<file path="src/rtl/fir_avg_pkg.sv">
// Shared constants and the divide-by-taps helper for the averaging FIR tail.
// FIR_AVG_ROUND_EN selects round-half-up averaging; default truncates.
package fir_avg_pkg;

  localparam int TAPS = 4;
  localparam int MAX_W = 32;
  localparam int DEPTH_DEF = 4;

  typedef logic [$clog2(DEPTH_DEF):0] lvl_t;

  function automatic logic [MAX_W-1:0] avg_of(
    input logic [MAX_W+1:0] s,
    input int               w
  );
    logic [MAX_W+1:0] lim;
    logic [MAX_W+1:0] t;
    lim = (MAX_W+2)'((64'd1 << w) - 64'd1);
    t = s >> $clog2(TAPS);
`ifdef FIR_AVG_ROUND_EN
    // clamp only matters for sums above TAPS*(2^w-1)
    if (s[$clog2(TAPS)-1] && t < lim)
      t = t + (MAX_W+2)'(1);
`endif
    return MAX_W'(t & lim);
  endfunction

endpackage

</file>
<file path="src/rtl/sync_fifo_u.sv">
// Plain synchronous FIFO, async active-high reset, head shown as 0 when empty.
// Pointers carry one wrap bit so full and empty are distinguishable.
module sync_fifo_u #(
  parameter int W     = 16,
  parameter int DEPTH = 4
) (
  input  logic                     clk,
  input  logic                     reset,
  input  logic                     push,
  input  logic [W-1:0]             din,
  input  logic                     pop,
  output logic [W-1:0]             dout,
  output logic                     empty,
  output logic                     full,
  output logic [$clog2(DEPTH):0]   level
);

  localparam int AW = $clog2(DEPTH);

  logic [W-1:0] mem [DEPTH];
  logic [AW:0]  wp;
  logic [AW:0]  rp;
  logic         do_push;
  logic         do_pop;

  assign empty = (wp == rp);
  assign full  = (wp[AW] != rp[AW]) &&
                 (wp[AW-1:0] == rp[AW-1:0]);
  assign level = wp - rp;

  assign do_pop  = pop && !empty;
  assign do_push = push && (!full || do_pop);

  assign dout = empty ? '0 : mem[rp[AW-1:0]];

  always_ff @(posedge clk or posedge reset) begin
    if (reset) begin
      wp <= '0;
      rp <= '0;
    end else begin
      if (do_push) wp <= wp + 1'b1;
      if (do_pop)  rp <= rp + 1'b1;
    end
  end

  always_ff @(posedge clk) begin
    if (do_push) mem[wp[AW-1:0]] <= din;
  end

endmodule

</file>
<file path="src/rtl/fir4_avg_decim_out.sv">
// FIR tail: /4 average, warm-up discard, decimate by D, buffer, valid/ready out.
// Build with FIR_AVG_ROUND_EN for round-half-up; default truncates.
module fir4_avg_decim_out
  import fir_avg_pkg::*;
#(
  parameter int w      = 16,
  parameter int D      = 2,
  parameter int WARMUP = 4,
  parameter int DEPTH  = 4
) (
  input  logic                     clk,
  input  logic                     reset,
  input  logic [w+1:0]             s,
  input  logic                     s_valid,
  output logic [w-1:0]             avg,
  output logic                     avg_valid,
  input  logic                     avg_ready,
  output logic [$clog2(DEPTH):0]   level,
  output logic                     ovf
);

  localparam int WCW = (WARMUP > 0) ? $clog2(WARMUP+1) : 1;
  localparam int DCW = (D > 1) ? $clog2(D) : 1;

  logic [WCW-1:0] wcnt;
  logic [DCW-1:0] dcnt;
  logic           warm;
  logic           kept;
  logic           pop;
  logic           push;
  logic           drop;
  logic           full;
  logic           empty;
  logic [w-1:0]   avg_in;

  assign warm = (wcnt == WCW'(WARMUP));
  assign kept = s_valid && warm && (dcnt == '0);
  assign avg_valid = !empty;
  assign pop  = avg_valid && avg_ready;
  assign push = kept && (!full || pop);
  assign drop = kept && full && !pop;

  assign avg_in = w'(avg_of((MAX_W+2)'(s), w));

  always_ff @(posedge clk or posedge reset) begin
    if (reset) begin
      wcnt <= '0;
      dcnt <= '0;
      ovf  <= 1'b0;
    end else begin
      if (s_valid && !warm)
        wcnt <= wcnt + 1'b1;
      if (s_valid && warm)
        dcnt <= (dcnt == DCW'(D-1)) ? '0 : dcnt + 1'b1;
      if (drop)
        ovf <= 1'b1;
    end
  end

  sync_fifo_u #(
    .W     (w),
    .DEPTH (DEPTH)
  ) u_fifo (
    .clk   (clk),
    .reset (reset),
    .push  (push),
    .din   (avg_in),
    .pop   (pop),
    .dout  (avg),
    .empty (empty),
    .full  (full),
    .level (level)
  );

endmodule

</file>
<file path="config.mk">
export PLATFORM = sky130hd
export DESIGN_NAME = fir4_avg_decim_out
export DESIGN_NICKNAME = d
export VERILOG_FILES = /design/src/rtl/fir_avg_pkg.sv /design/src/rtl/sync_fifo_u.sv /design/src/rtl/fir4_avg_decim_out.sv
export SDC_FILE = /design/constraint.sdc
export NUM_CORES = 1
export LEC_CHECK = 0
export CORE_ASPECT_RATIO = 1.1
export CORE_MARGIN = 1.5
export CORE_UTILIZATION = 55
export CTS_CLUSTER_DIAMETER = 80
export DETAILED_ROUTE_END_ITERATION = 7
export PLACE_DENSITY = 0.85
export SLEW_MARGIN = 20
export SYNTH_ARGS = -nofsm -noshare
export SYNTH_HDL_FRONTEND = slang
export SYNTH_SLANG_ARGS = --single-unit
</file>
<file path="constraint.sdc">
create_clock -name clk -period 5.8 [get_ports clk]
set_clock_uncertainty 0.05 [all_clocks]
set_input_delay 1.74 -clock clk [delete_from_list [all_inputs] [get_ports clk]]
set_output_delay 1.74 -clock clk [all_outputs]
set_load 0.02 [all_outputs]
</file>
### Word-level counts from Yosys, hierarchy flattened

Memory sizes are Yosys's and may differ from the RTL's.
Cells that the tools add are included.

* register bits: 11
* latch bits: 0
* bits in writable memories: 64
* ROM bits: 0
* bits of input ports: 22
* output and inout bits: 21
* logic and storage cells: 36
* memories kept: 1

Memories
* u_fifo.mem: depth 4, bits a word 16, read ports 1, clocked after memory_dff 0, wr ports 1, line sync_fifo_u.sv:20 `logic [W-1:0] mem [DEPTH];`

* add/sub/neg operators: 5
* multiply operators: 0
* divide/modulo/power cells: 0
* $lt $le $gt $ge: 0
* eq/ne operators: 4
* shift-type cells: 0
* multiplexer cells: 4
* bitwise gates (word level): 1
* reductions and logical operators: 16

Operators by type and width (number)
* $mux W16: 1
* $logic_and A1 B1 Y1: 10
* $add A3 B1 Y3 const B: 3
* $logic_not A1 Y1: 4
* $eq A3 B3 Y1: 1
* $eq A3 B3 Y1 const B: 1
* $mux W1: 3
* $sub A3 B3 Y3: 1
* $eq A2 B2 Y1: 1
* $logic_or A1 B1 Y1: 2
* $add A1 B1 Y1 const B: 1
* $ne A1 B1 Y1: 1
* $not A1 Y1: 1

### Depth between registers and ports, before layout

* depth in word-level cells: 8
* mapped depth: 8
* gate-level depth less buffers: 5

### Modules after synthesis

Synthesis repeated with hierarchy kept, for this count alone.

* cell total of the unflattened synthesis: 171
* area total of the unflattened synthesis: 3153.0 µm²

Modules (own cells, without submodules)
* sync_fifo_u: times used 1, cells each 147, area an instance 2885.3 µm², sequential area each 2072.0 µm²
* fir4_avg_decim_out: times used 1, cells each 24, area an instance 267.8 µm², sequential area each 125.1 µm²

### Worst setup path before layout

OpenSTA, ideal clock, no wires.

* kind: register to output
* start: reg u_fifo.rp[1]
* end: out avg[0]
* data arrival time: 1.830 ns
* required time: 4.010 ns
* setup slack: 2.180 ns
* stages on the path, launching flop included: 9
* buffers on the path: 3
* cell sequence: dfrtp_1 -> buf_2 -> buf_2 -> inv_1 -> ha_1 -> nand2_1 -> nor2_2 -> buf_2 -> nor2b_1

* word-level cells in the longest chain between the ends: 2
* elaborated cells on any way between the ends: 3
* classes of those cells: 1 x eq/ne; 1 x mux; 1 x memory

RTL lines
* start: declaration: line sync_fifo_u.sv:22 `logic [AW:0] rp;`
* start signal: assignment: line sync_fifo_u.sv:42 `if (do_pop) rp <= rp + 1'b1;`
* $mem_v2 Z4 W16 or $eq A3 B3 Y1 (tied branches)
* $mux W16 (*): line sync_fifo_u.sv:34 `assign dout = empty ? '0 : mem[rp[AW-1:0]];`
* end: declaration: line fir4_avg_decim_out.sv:15 `output logic [w-1:0] avg,`

Every way passes the cells marked *; elsewhere a longest branch is shown, timed or not.

### Final worst setup path

* start: reg u_fifo.rp[1]
* end: out avg[5]

The elaborated chain is that of the path after synthesis.

==> impl_metrics.json <==
{
  "multi_input_area_sq_um": 824.5,
  "wl_per_cell_um": 18.12,
  "grt_pass1_wl_um": 8079,
  "fmax_mhz": 203.3,
  "drive_gt1_share_pct": 15.81,
  "syn_area_sq_um": 3100,
  "io_pins": 43,
  "antenna_found_initial": 0,
  "clk_pin_slew_ns": 0.07,
  "status": "complete, no violations",
  "crit_end": "avg[5]",
  "seq_area_sq_um": 2197,
  "regToRegSetupSlack_ns": 2.82,
  "cts_setup_buffers": 0,
  "postCtsHoldBufs": 0,
  "overflow": 0,
  "syn_nets": 195,
  "holdWs_ns": 0.4189,
  "vias": 1539,
  "vias_per_cell": 5.307,
  "cts_resized": 0,
  "min_period_over_period_pct": 84.81,
  "hpwl_um": 3447,
  "grtUsageTotal_pct": 19.53,
  "clock_latency_ns": 0.34,
  "path_buf_inv": 2,
  "ant_nets": 0,
  "crit_start": "u_fifo.rp[1]$_DFFE_PP0P_",
  "firstDrtPassIters": 4,
  "hold_class": "reg2reg",
  "ir_drop_v": 0.0004350,
  "r2r-end": "u_fifo.mem[1][3]$_DFFE_PP_",
  "rr_worst_depth": 5,
  "ys.warnings.count": 0,
  "max_slew_margin_pct": 38.47,
  "path_cells": "inv_1, ha_1, nand2_1, nor2_2, nor2b_1, clkdlybuf4s50_1",
  "start_util_pct": 57.47,
  "reg2reg_from": "u_fifo.rp[1]$_DFFE_PP0P_",
  "synthCells": 163,
  "synthDistinctLibCells": 28,
  "cts_sinks": 75,
  "synth_area_leaders": "edfxtp_1 62%, mux4_2 12%, dfrtp_1 8.9%, ha_1 3.6%, nor2b_1 3.4%",
  "rsz0062_at_grt": "no",
  "cp.depth": 6,
  "diodes": 0,
  "period_needed_ns": 4.919,
  "crit_slowest_cell": "dfrtp_1",
  "power_density_nw_per_um2": 536.5,
  "crit_arrival_ns": 3.13,
  "first_iter_violations": 89,
  "syn2layout_area_growth_pct": 21.59,
  "dieArea_sq_um": 6097,
  "crit_type": "reg2out",
  "gp_congestion": 0.7908,
  "slowest_delay_ns": 0.95,
  "cts_buffer_depth": 2,
  "fillCellCount": 360,
  "hold_viol": 0,
  "critPathCaptureType": "primary output",
  "start_kind": "flop",
  "h-tree-depth": 3,
  "die_w_um": 74.59,
  "fin_nets": 242,
  "clockRootBuffer": "clkbuf_8",
  "p_leak_uw": 0.001332,
  "seq_area_frac_synth_pct": 70.86,
  "cts_tree": "yes",
  "num_rows": 28,
  "synth_top_area_share_pct": 61.99,
  "core_sq_um": 5395,
  "numCtsBuffers": 9,
  "grt_max_degree": 21,
  "critPathMaxFanout": 20,
  "synth_largest_area_cell": "edfxtp_1",
  "path_delay_family": "flip-flops",
  "die_h_um": 81.75,
  "max_cap_viol_count": 0,
  "required_ns": 4.01,
  "ys_ff_latch": 75,
  "port_buffers": 40,
  "tightestPinTransition_ns": 0.9230,
  "setup_viol": 0,
  "grt_pass1_vias": 1606,
  "maxSlewViolCount": 0,
  "postRouteWirelength_um": 5256,
  "syn_area_per_cell_sq_um": 19.02,
  "route.detailed.drc": 0,
  "fin_setup_tns_ns": 0
}
flip-flops by register name, indices dropped and copies added (netlist names):
name	flops
wcnt	3
u_fifo.mem	64
dcnt	1
ovf	1
u_fifo.rp	3
u_fifo.wp	3
how the worst min path moves through the flow:
| stage | startpoint | end | slack (ns) | cells past startpoint |
|---|---|---|---|---|
| finish | ovf$_DFFE_PP0P_ | ovf$_DFFE_PP0P_ | 0.42 | 1 |
| global placement | ovf$_DFFE_PP0P_ | ovf$_DFFE_PP0P_ | 0.39 | 1 |
| CTS | ovf$_DFFE_PP0P_ | ovf$_DFFE_PP0P_ | 0.42 | 1 |
| floorplan | dcnt$_DFFE_PP0N_ | dcnt$_DFFE_PP0N_ | 0.39 | 1 |
| global route | ovf$_DFFE_PP0P_ | ovf$_DFFE_PP0P_ | 0.45 | 1 |
| detailed placement | ovf$_DFFE_PP0P_ | ovf$_DFFE_PP0P_ | 0.40 | 1 |
cells in the mapped netlist (all sizes together):
cell    count
ha          9
nand2       3
xnor2       8
fa          1
nor2b      17
mux4       16
edfxtp     64
and4b       1
and2        3
mux2        3
nor2        2
inv        10
a21o        1
nand3b      1
a21oi       1
o21ai       1
buf         5
o21a        1
o211ai      2
nand3       1
a31oi       1
dfrtp      11
xor2        1
area by class of cell:
type	instances	area share [%]
clock buffer	10	3.385
clock inverter	6	2.157
inverter	10	0.9957
multi-input combinational	73	21.87
sequential	75	58.28
tap	75	2.489
timing repair buffer	41	10.82
kinds of logic (layout without fill, tap and decap cells):
| family | count (synthesis) | after routing | synth area share, % |
|---|---|---|---|
| and+or+nand+nor | 28 | 28 | 5.448 |
| xor gates and xnor gates | 9 | 9 | 2.543 |
| buffers and inverters | 15 | 67 | 2.542 |
| DFF | 75 | 75 | 70.86 |
| muxes | 19 | 19 | 12.83 |
| adders and majority gates | 10 | 10 | 4.278 |
| AOI/OAI and AO/OA | 7 | 7 | 1.493 |
placed cells by master (no fill, tap or decap), drive strengths merged, types with 8 or more instances in the layout:
| cell | synthesis | final |
|---|---|---|
| edfxtp | 64 | 64 |
| clkdlybuf4s50 | 0 | 40 |
| nor2b | 17 | 17 |
| mux4 | 16 | 16 |
| dfrtp | 11 | 11 |
| inv | 10 | 10 |
| clkbuf | 0 | 10 |
| ha | 9 | 9 |
| xnor2 | 8 | 8 |
where the power goes:
| part | switching [uW] | internal, uW | total (uW) |
|---|---|---|---|
| combinational | 433 | 454 | 887 |
| sequential | 68.6 | 645 | 714 |
| clock | 183 | 239 | 422 |
| total | 684 | 1340 | 2020 |
metrics by stage:
stage	setup WS (ns)	utilization, %	total power (uW)	cells	area (sq um)
2_1_floorplan	2.180	-	1287	163	3100
3_3_place_gp	1.259	66.00	1590	274	3561
3_5_place_dp	1.200	66.00	1625	274	3561
4_1_cts	0.8197	69.87	2041	290	3770
5_1_grt	0.6384	69.87	2137	290	3770
6_report	0.8808	69.87	2023	290	3770
layer usage:
| metal | part of all wire [%] | vias to the layer above | global-route usage [%] |
|---|---|---|---|
| met5 | 0 | - | 0 |
| met4 | 1.9 | 0 | 10.18 |
| met3 | 4.2 | 8 | 6.012 |
| met2 | 55 | 39 | 32.86 |
| met1 | 39 | 785 | 22.39 |
| li1 | - | 707 | - |
(Power assumes the default switching activity.)
